===== src/rtl/btree_up_arbiter.sv =====
// btree_up_arbiter: two-input round-robin merge of child packets into a 2-entry FIFO
// toward the parent port. Grant statistics are built only when BTREE_ARB_STATS_EN is defined.
module btree_up_arbiter #(
   parameter int unsigned DataWidth  = 32,
   parameter int unsigned AddrWidth  = 2,
   parameter int unsigned TotalWidth = DataWidth + AddrWidth
) (
   input  logic                  clk,
   input  logic                  rst_n,
   input  logic [TotalWidth-1:0] i_l_data,
   input  logic                  i_l_valid,
   output logic                  o_l_ready,
   input  logic [TotalWidth-1:0] i_r_data,
   input  logic                  i_r_valid,
   output logic                  o_r_ready,
   output logic [TotalWidth-1:0] o_data,
   output logic                  o_valid,
   input  logic                  i_ready,
   output logic [15:0]           o_grant_cnt_l,
   output logic [15:0]           o_grant_cnt_r
);

   logic [TotalWidth-1:0] mem_q [2];
   logic [1:0]            cnt_q, cnt_d;
   logic                  rd_ptr_q, rd_ptr_d;
   logic                  wr_ptr_q, wr_ptr_d;
   logic                  prio_q, prio_d;
   logic                  space, l_rdy, r_rdy;
   logic                  push_l, push_r, push, pop;
   logic [TotalWidth-1:0] wdata;

   // space depends only on registered occupancy, so i_ready never reaches the child readies.
   always_comb begin
      space    = (cnt_q != 2'd2);
      l_rdy    = rst_n && space && (!prio_q || !i_r_valid);
      r_rdy    = rst_n && space && (prio_q || !i_l_valid);
      push_l   = i_l_valid && l_rdy;
      push_r   = i_r_valid && r_rdy && !push_l;
      push     = push_l || push_r;
      pop      = (cnt_q != 2'd0) && i_ready;
      wdata    = push_l ? i_l_data : i_r_data;
      cnt_d    = cnt_q;
      if (push && !pop) begin
         cnt_d = cnt_q + 2'd1;
      end else if (pop && !push) begin
         cnt_d = cnt_q - 2'd1;
      end
      wr_ptr_d = push ? !wr_ptr_q : wr_ptr_q;
      rd_ptr_d = pop ? !rd_ptr_q : rd_ptr_q;
      prio_d   = prio_q;
      if (push_l) begin
         prio_d = 1'b1;
      end else if (push_r) begin
         prio_d = 1'b0;
      end
   end

   always_ff @(posedge clk or negedge rst_n) begin
      if (!rst_n) begin
         cnt_q    <= 2'd0;
         rd_ptr_q <= 1'b0;
         wr_ptr_q <= 1'b0;
         prio_q   <= 1'b0;
         mem_q[0] <= '0;
         mem_q[1] <= '0;
      end else begin
         cnt_q    <= cnt_d;
         rd_ptr_q <= rd_ptr_d;
         wr_ptr_q <= wr_ptr_d;
         prio_q   <= prio_d;
         if (push) begin
            mem_q[wr_ptr_q] <= wdata;
         end
      end
   end

   assign o_l_ready = l_rdy;
   assign o_r_ready = r_rdy;
   assign o_valid   = (cnt_q != 2'd0);
   assign o_data    = mem_q[rd_ptr_q];

`ifdef BTREE_ARB_STATS_EN
   logic [15:0] gcnt_l_q, gcnt_r_q;

   // Saturating grant counters.
   always_ff @(posedge clk or negedge rst_n) begin
      if (!rst_n) begin
         gcnt_l_q <= 16'h0000;
         gcnt_r_q <= 16'h0000;
      end else begin
         if (push_l && (gcnt_l_q != 16'hFFFF)) begin
            gcnt_l_q <= gcnt_l_q + 16'd1;
         end
         if (push_r && (gcnt_r_q != 16'hFFFF)) begin
            gcnt_r_q <= gcnt_r_q + 16'd1;
         end
      end
   end

   assign o_grant_cnt_l = gcnt_l_q;
   assign o_grant_cnt_r = gcnt_r_q;
`else
   assign o_grant_cnt_l = 16'h0000;
   assign o_grant_cnt_r = 16'h0000;
`endif

endmodule


===== config.mk =====
export PLATFORM = sky130hd
export DESIGN_NAME = btree_up_arbiter
export DESIGN_NICKNAME = d
export VERILOG_FILES = /design/src/rtl/btree_up_arbiter.sv
export SDC_FILE = /design/constraint.sdc
export NUM_CORES = 1
export LEC_CHECK = 0
export BUFFER_PORTS_ARGS = -buffer_cell sky130_fd_sc_hd__buf_2
export CAP_MARGIN = 20
export CORE_MARGIN = 1
export CORE_UTILIZATION = 45
export CTS_BUF_LIST = sky130_fd_sc_hd__clkbuf_4
export DETAILED_ROUTE_END_ITERATION = 8
export GPL_ROUTABILITY_DRIVEN = 0
export PLACE_DENSITY = 0.72
export SLEW_MARGIN = 40
export SYNTH_ARGS = -nofsm -noshare
export SYNTH_HDL_FRONTEND = slang
export SYNTH_SLANG_ARGS = --single-unit
export TNS_END_PERCENT = 30

===== constraint.sdc =====
create_clock -name clk -period 2.5 [get_ports clk]
set_input_delay 0.5 -clock clk [delete_from_list [all_inputs] [get_ports clk]]
set_output_delay 0.5 -clock clk [all_outputs]
set_load 0.01 [all_outputs]

* After elaboration in Yosys (flattened, before gate mapping)
Index checks and enable logic that the tools add are counted.
** Operators by class
- Reduce and logical (&&, ||, !) cells :: 24
- Bitwise logic cells :: 2
- Magnitude comparators :: 3
- Mux-type cells :: 11
- Add/subtract/negate cells :: 2
- Eq/ne operators :: 1
** Operators with widths (count)
- 34-bit two-way mux :: 5
- 68-bit bitwise mux :: 1
- 34-bit demux with 1-bit select :: 1
- 1-bit logical AND :: 10
- 1-bit logical NOT :: 8
- 2-bit nonzero test :: 3
- 2-bit greater-or-equal comparator, second input constant :: 2
- 2-bit two-way mux :: 2
- 1-bit inverter with 2-bit output :: 2
- 1-bit logical OR :: 3
- 2-bit by 1-bit adder with 2-bit output, second input constant :: 1
- 2-bit by 1-bit < comparator with 1-bit output, second input constant :: 1
- 1-bit two-way mux :: 2
- 2-bit inequality test, second input constant :: 1
- 2-bit by 1-bit subtractor with 2-bit output, second input constant :: 1
** Storage, ports and cells
- Bits of input ports :: 73
- Flip-flop bits (word level) :: 73
- Word-level logic and storage cells :: 49
- Output and inout bits :: 69

* Logic depth before layout (Yosys ltp)
- Word-level depth :: 11
- Mapped depth :: 9
- Gate-level depth less buffers :: 7

* Least setup slack after synthesis
OpenSTA, ideal clock, no wires.
- Kind :: in2out
- From :: input rst_n
- To :: output o_l_ready
- Data arrival time :: 1428 ps
- Data required time :: 2000 ps
- Buffers on the path :: 3
- Cell stages on the path :: 5
- Path slack :: 572 ps
- Cells stage by stage :: buf_2 buf_2 buf_1 nand2_1 a21oi_1
** On the way
- Cells in the longest elaborated chain, start to end :: 2
** RTL lines
- start, declared :: RTL line 9 : input logic rst_n,
- 1-bit logical AND (2 in series) :: RTL line 35 : l_rdy = rst_n && space && (!prio_q || !i_r_valid);
- end, declared :: RTL line 12 : output logic o_l_ready,
Every way passes these cells.

* Final worst setup path
Same ends and word-level chain as after synthesis.

==> flow_summary.yaml <==
status:
  status: "finished, final reports clean"
worst_setup_path:
  cp.depth: 5
  critPathSlowestCell: "dlygate4sd3_1"
  path_cells: "dlygate4sd3_1, buf_6, nand2_1, a21oi_1, buf_2"
  slowest_delay_ps: 570
  reg2regPathDepth: 7
  critPathCaptureType: "output port"
  critPathKind: "input port to output port"
  r2r-start: "cnt_q[0]"
  critPathMaxFanout: 29
  start_kind: "input port"
  worstPathRequired_ps: 2000
  path_delay_family: "buffers and inverters"
  ff2ff_setup_slack_ps: 630
  cp-startpoint: "rst_n"
  cp_num_buf_inv: 3
  cp-endpoint: "o_l_ready"
  crit_arrival_ps: 1760
  reg2reg_to: "cnt_q[1]"
floorplanning:
  num_rows: 35
  die_x_um: 100.2
  fp.dieH_um: 100.2
  die-area_mm2: 0.01004
  core_mm2: 0.009284
  start_util_pct: 46.75
  io_pins: 142
placed_design:
  portBuffers: 109
  hpwlAfterDp_um: 7377
  dp_cells: 623
sta:
  fmax_mhz: 442.3
  setup_viol: 0
  min_period_ps: 2261
  final.period_utilization_pct: 90.44
  rsz0062_at_grt: "no"
  fin_skew_ps: 13.31
  tns_ps: 0
  hold_viol: 0
  final_max_slew_viol_count: 0
  whs_ps: 337.6
hold_path:
  hp-class: "input port to flop"
  hp-start: "i_r_data[5]"
clock_network:
  postCtsSetupRepairBufs: 0
  cts_max_level: 3
  tritoncts: "yes"
  clk_path_buf_depth: 2
  cts_resized: 0
  cts_buffers: 9
  root_buffer: "clkbuf_4"
  insertion_delay_ps: 430
  path_clk_slew_ps: 140
  cts_sinks: 73
synthesis:
  synth_edf_count: 0
  syn-cell-area_mm2: 0.004340
  synth-async-reset-ratio_pct: 100.0
  ys_warn_count: 0
  synth-seq-area-share_pct: 42.09
  synthXorXnorAreaFrac_pct: 1.009
  synth_fa_ha_area_share_pct: 0.2883
  synth-simple-area-share_pct: 5.996
  ys_seq_elements: 73
  synthMuxAreaShare_pct: 8.821
  synth.avg_cell_area_um2: 10.16
  synth_compound_area_share_pct: 27.70
  ys.flop_type: "dfrtp_1"
  synth_top_family_by_area: "compound AO/OA/AOI/OAI gates"
  ys_types: 32
  syn_inst: 427
final_layout:
  final_nets: 580
  fill_cells: 886
  areaGrowthSynthToFinish_pct: 13.75
  layout-drive-gt1-share_pct: 36.99
  final_cells: 640
  antennaDiodeCount: 0
detailed_routing:
  vias: 3925
  drtAntennaViolNets: 0
  first_pass_iters: 4
  wirelength_um: 11840
  dr.first_iter.drc_count: 208
  drc_errors: 0
  via_per_inst: 6.133
  routedWlPerCell_um: 18.49
power_and_ir_drop:
  p_sw_mw: 2.668
  p_int_mw: 3.675
  seq_power_share_pct: 33.0
  p_per_area_mw_per_mm2: 1285
  p_leak_nw: 2.029
  ir_drop_mv: 0.7865
  power_frac_clock_pct: 15.2
  pwr-share-comb_pct: 51.8
  switching_share_pct: 42.06
grt:
  grt_usage_pct: 23.65
  grt_pass1_vias: 3712
  grt_max_degree: 81
  grt-ovfl-total: 0
  antenna_found_initial: 0
  grt_pass1_wl_um: 18570
run:
  max_cap_viol_count: 0
[per-stage QoR]
step                setup WS, ps  power, mW  instance area (um^2)  util (%)
finish                     238.9      6.343                  4937     53.18
CTS                        235.9      6.365                  4937     53.18
global route               102.5      6.773                  4937     53.18
global placement           695.1      5.287                  4737     51.02
floorplan                  572.4      4.464                  4457         -
detailed placement         638.7      5.397                  4737     51.02
[power by group through the flow]
stage / Sequential (mW) / Clock [mW] / Combinational [mW]
4_1_cts: 2.09 / 0.981 / 3.29
6_report: 2.09 / 0.966 / 3.28
3_5_place_dp: 2.12 / 0 / 3.27
5_1_grt: 2.17 / 1.03 / 3.58
3_3_place_gp: 2.08 / 0 / 3.21
2_1_floorplan: 2.01 / 0 / 2.45
[worst min path at each step]
stage / slack [ps] / endpoint / cells after the start
after global placement: 360 / mem_q[37] / 1
after detailed placement: 370 / cnt_q[1] / 1
after CTS: 310 / mem_q[39] / 3
after global routing: 320 / mem_q[48] / 3
after floorplan: 200 / cnt_q[0] / 0
final: 340 / mem_q[39] / 3
[synthesized netlist by cell type, types with 2 or more instances]
cell      count  area share [%]
a31oi_1     135              19
dfrtp_1      73              42
mux2_2       34             8.8
nand4_1      34             4.9
buf_4        33             5.7
buf_2        30             3.5
o31ai_1      29             5.0
buf_6        13             3.4
clkbuf_1     13             1.1
o31ai_2       5             1.4
xnor2_1       3            0.61
a21oi_1       2            0.23
inv_1         2            0.17
nand2_1       2            0.17
xor2_1        2            0.40
[cell families after synthesis]
group / after synthesis
simple gates: 42
buf+inv: 93
flops: 73
mux: 34
compound gates: 178
xor+xnor: 5
fa+ha+maj: 1
other cells: 1
[layer usage]
layer | GRT usage [%] | wire length [um] | share of wire (%)
met3 | 5.710 | 1015 | 8.6
met4 | 5.686 | 102 | 0.86
met5 | 0 | 0 | 0
met1 | 31.55 | 4911 | 41
met2 | 38.83 | 5807 | 49
[area by class of cell]
| class | count | area (um^2) | area share, % |
|---|---|---|---|
| Clock inverter | 6 | 115.1 | 2.331 |
| Multi-Input combinational cell | 292 | 2044 | 41.41 |
| Timing Repair Buffer | 127 | 701.9 | 14.22 |
| Tap cell | 129 | 161.4 | 3.269 |
| Inverter | 3 | 11.26 | 0.2281 |
| Clock buffer | 10 | 75.07 | 1.521 |
| Sequential cell | 73 | 1828 | 37.02 |
[worst min-delay path, stage by stage]
cell and delay [ps]:
buf_2 100, o31ai_2 60, a31oi_1 70
[placed cells by master (no fill, tap or decap), drive strengths merged, types with 3 or more instances in the layout]
| cell type | synthesis | layout |
|---|---|---|
| clkbuf | 13 | 10 |
| a31oi | 136 | 136 |
| mux2 | 34 | 34 |
| inv | 2 | 3 |
| o31ai | 34 | 34 |
| bufinv | 0 | 3 |
| conb | 1 | 32 |
| buf | 77 | 126 |
| nand4 | 34 | 34 |
| dfrtp | 73 | 73 |
| xnor2 | 3 | 3 |
[state kept, by name, summed over array words and instances (netlist names)]
register / flops
prio_q: 1
cnt_q: 2
wr_ptr_q: 1
rd_ptr_q: 1
mem_q: 68
[what timing repair did]
action / in CTS / in global routing
endpoints found under the setup margin: 0 / 0
hold buffers: 1 / 0
endpoints found under the hold margin: 11 / 0
(Power assumes the default switching activity.)
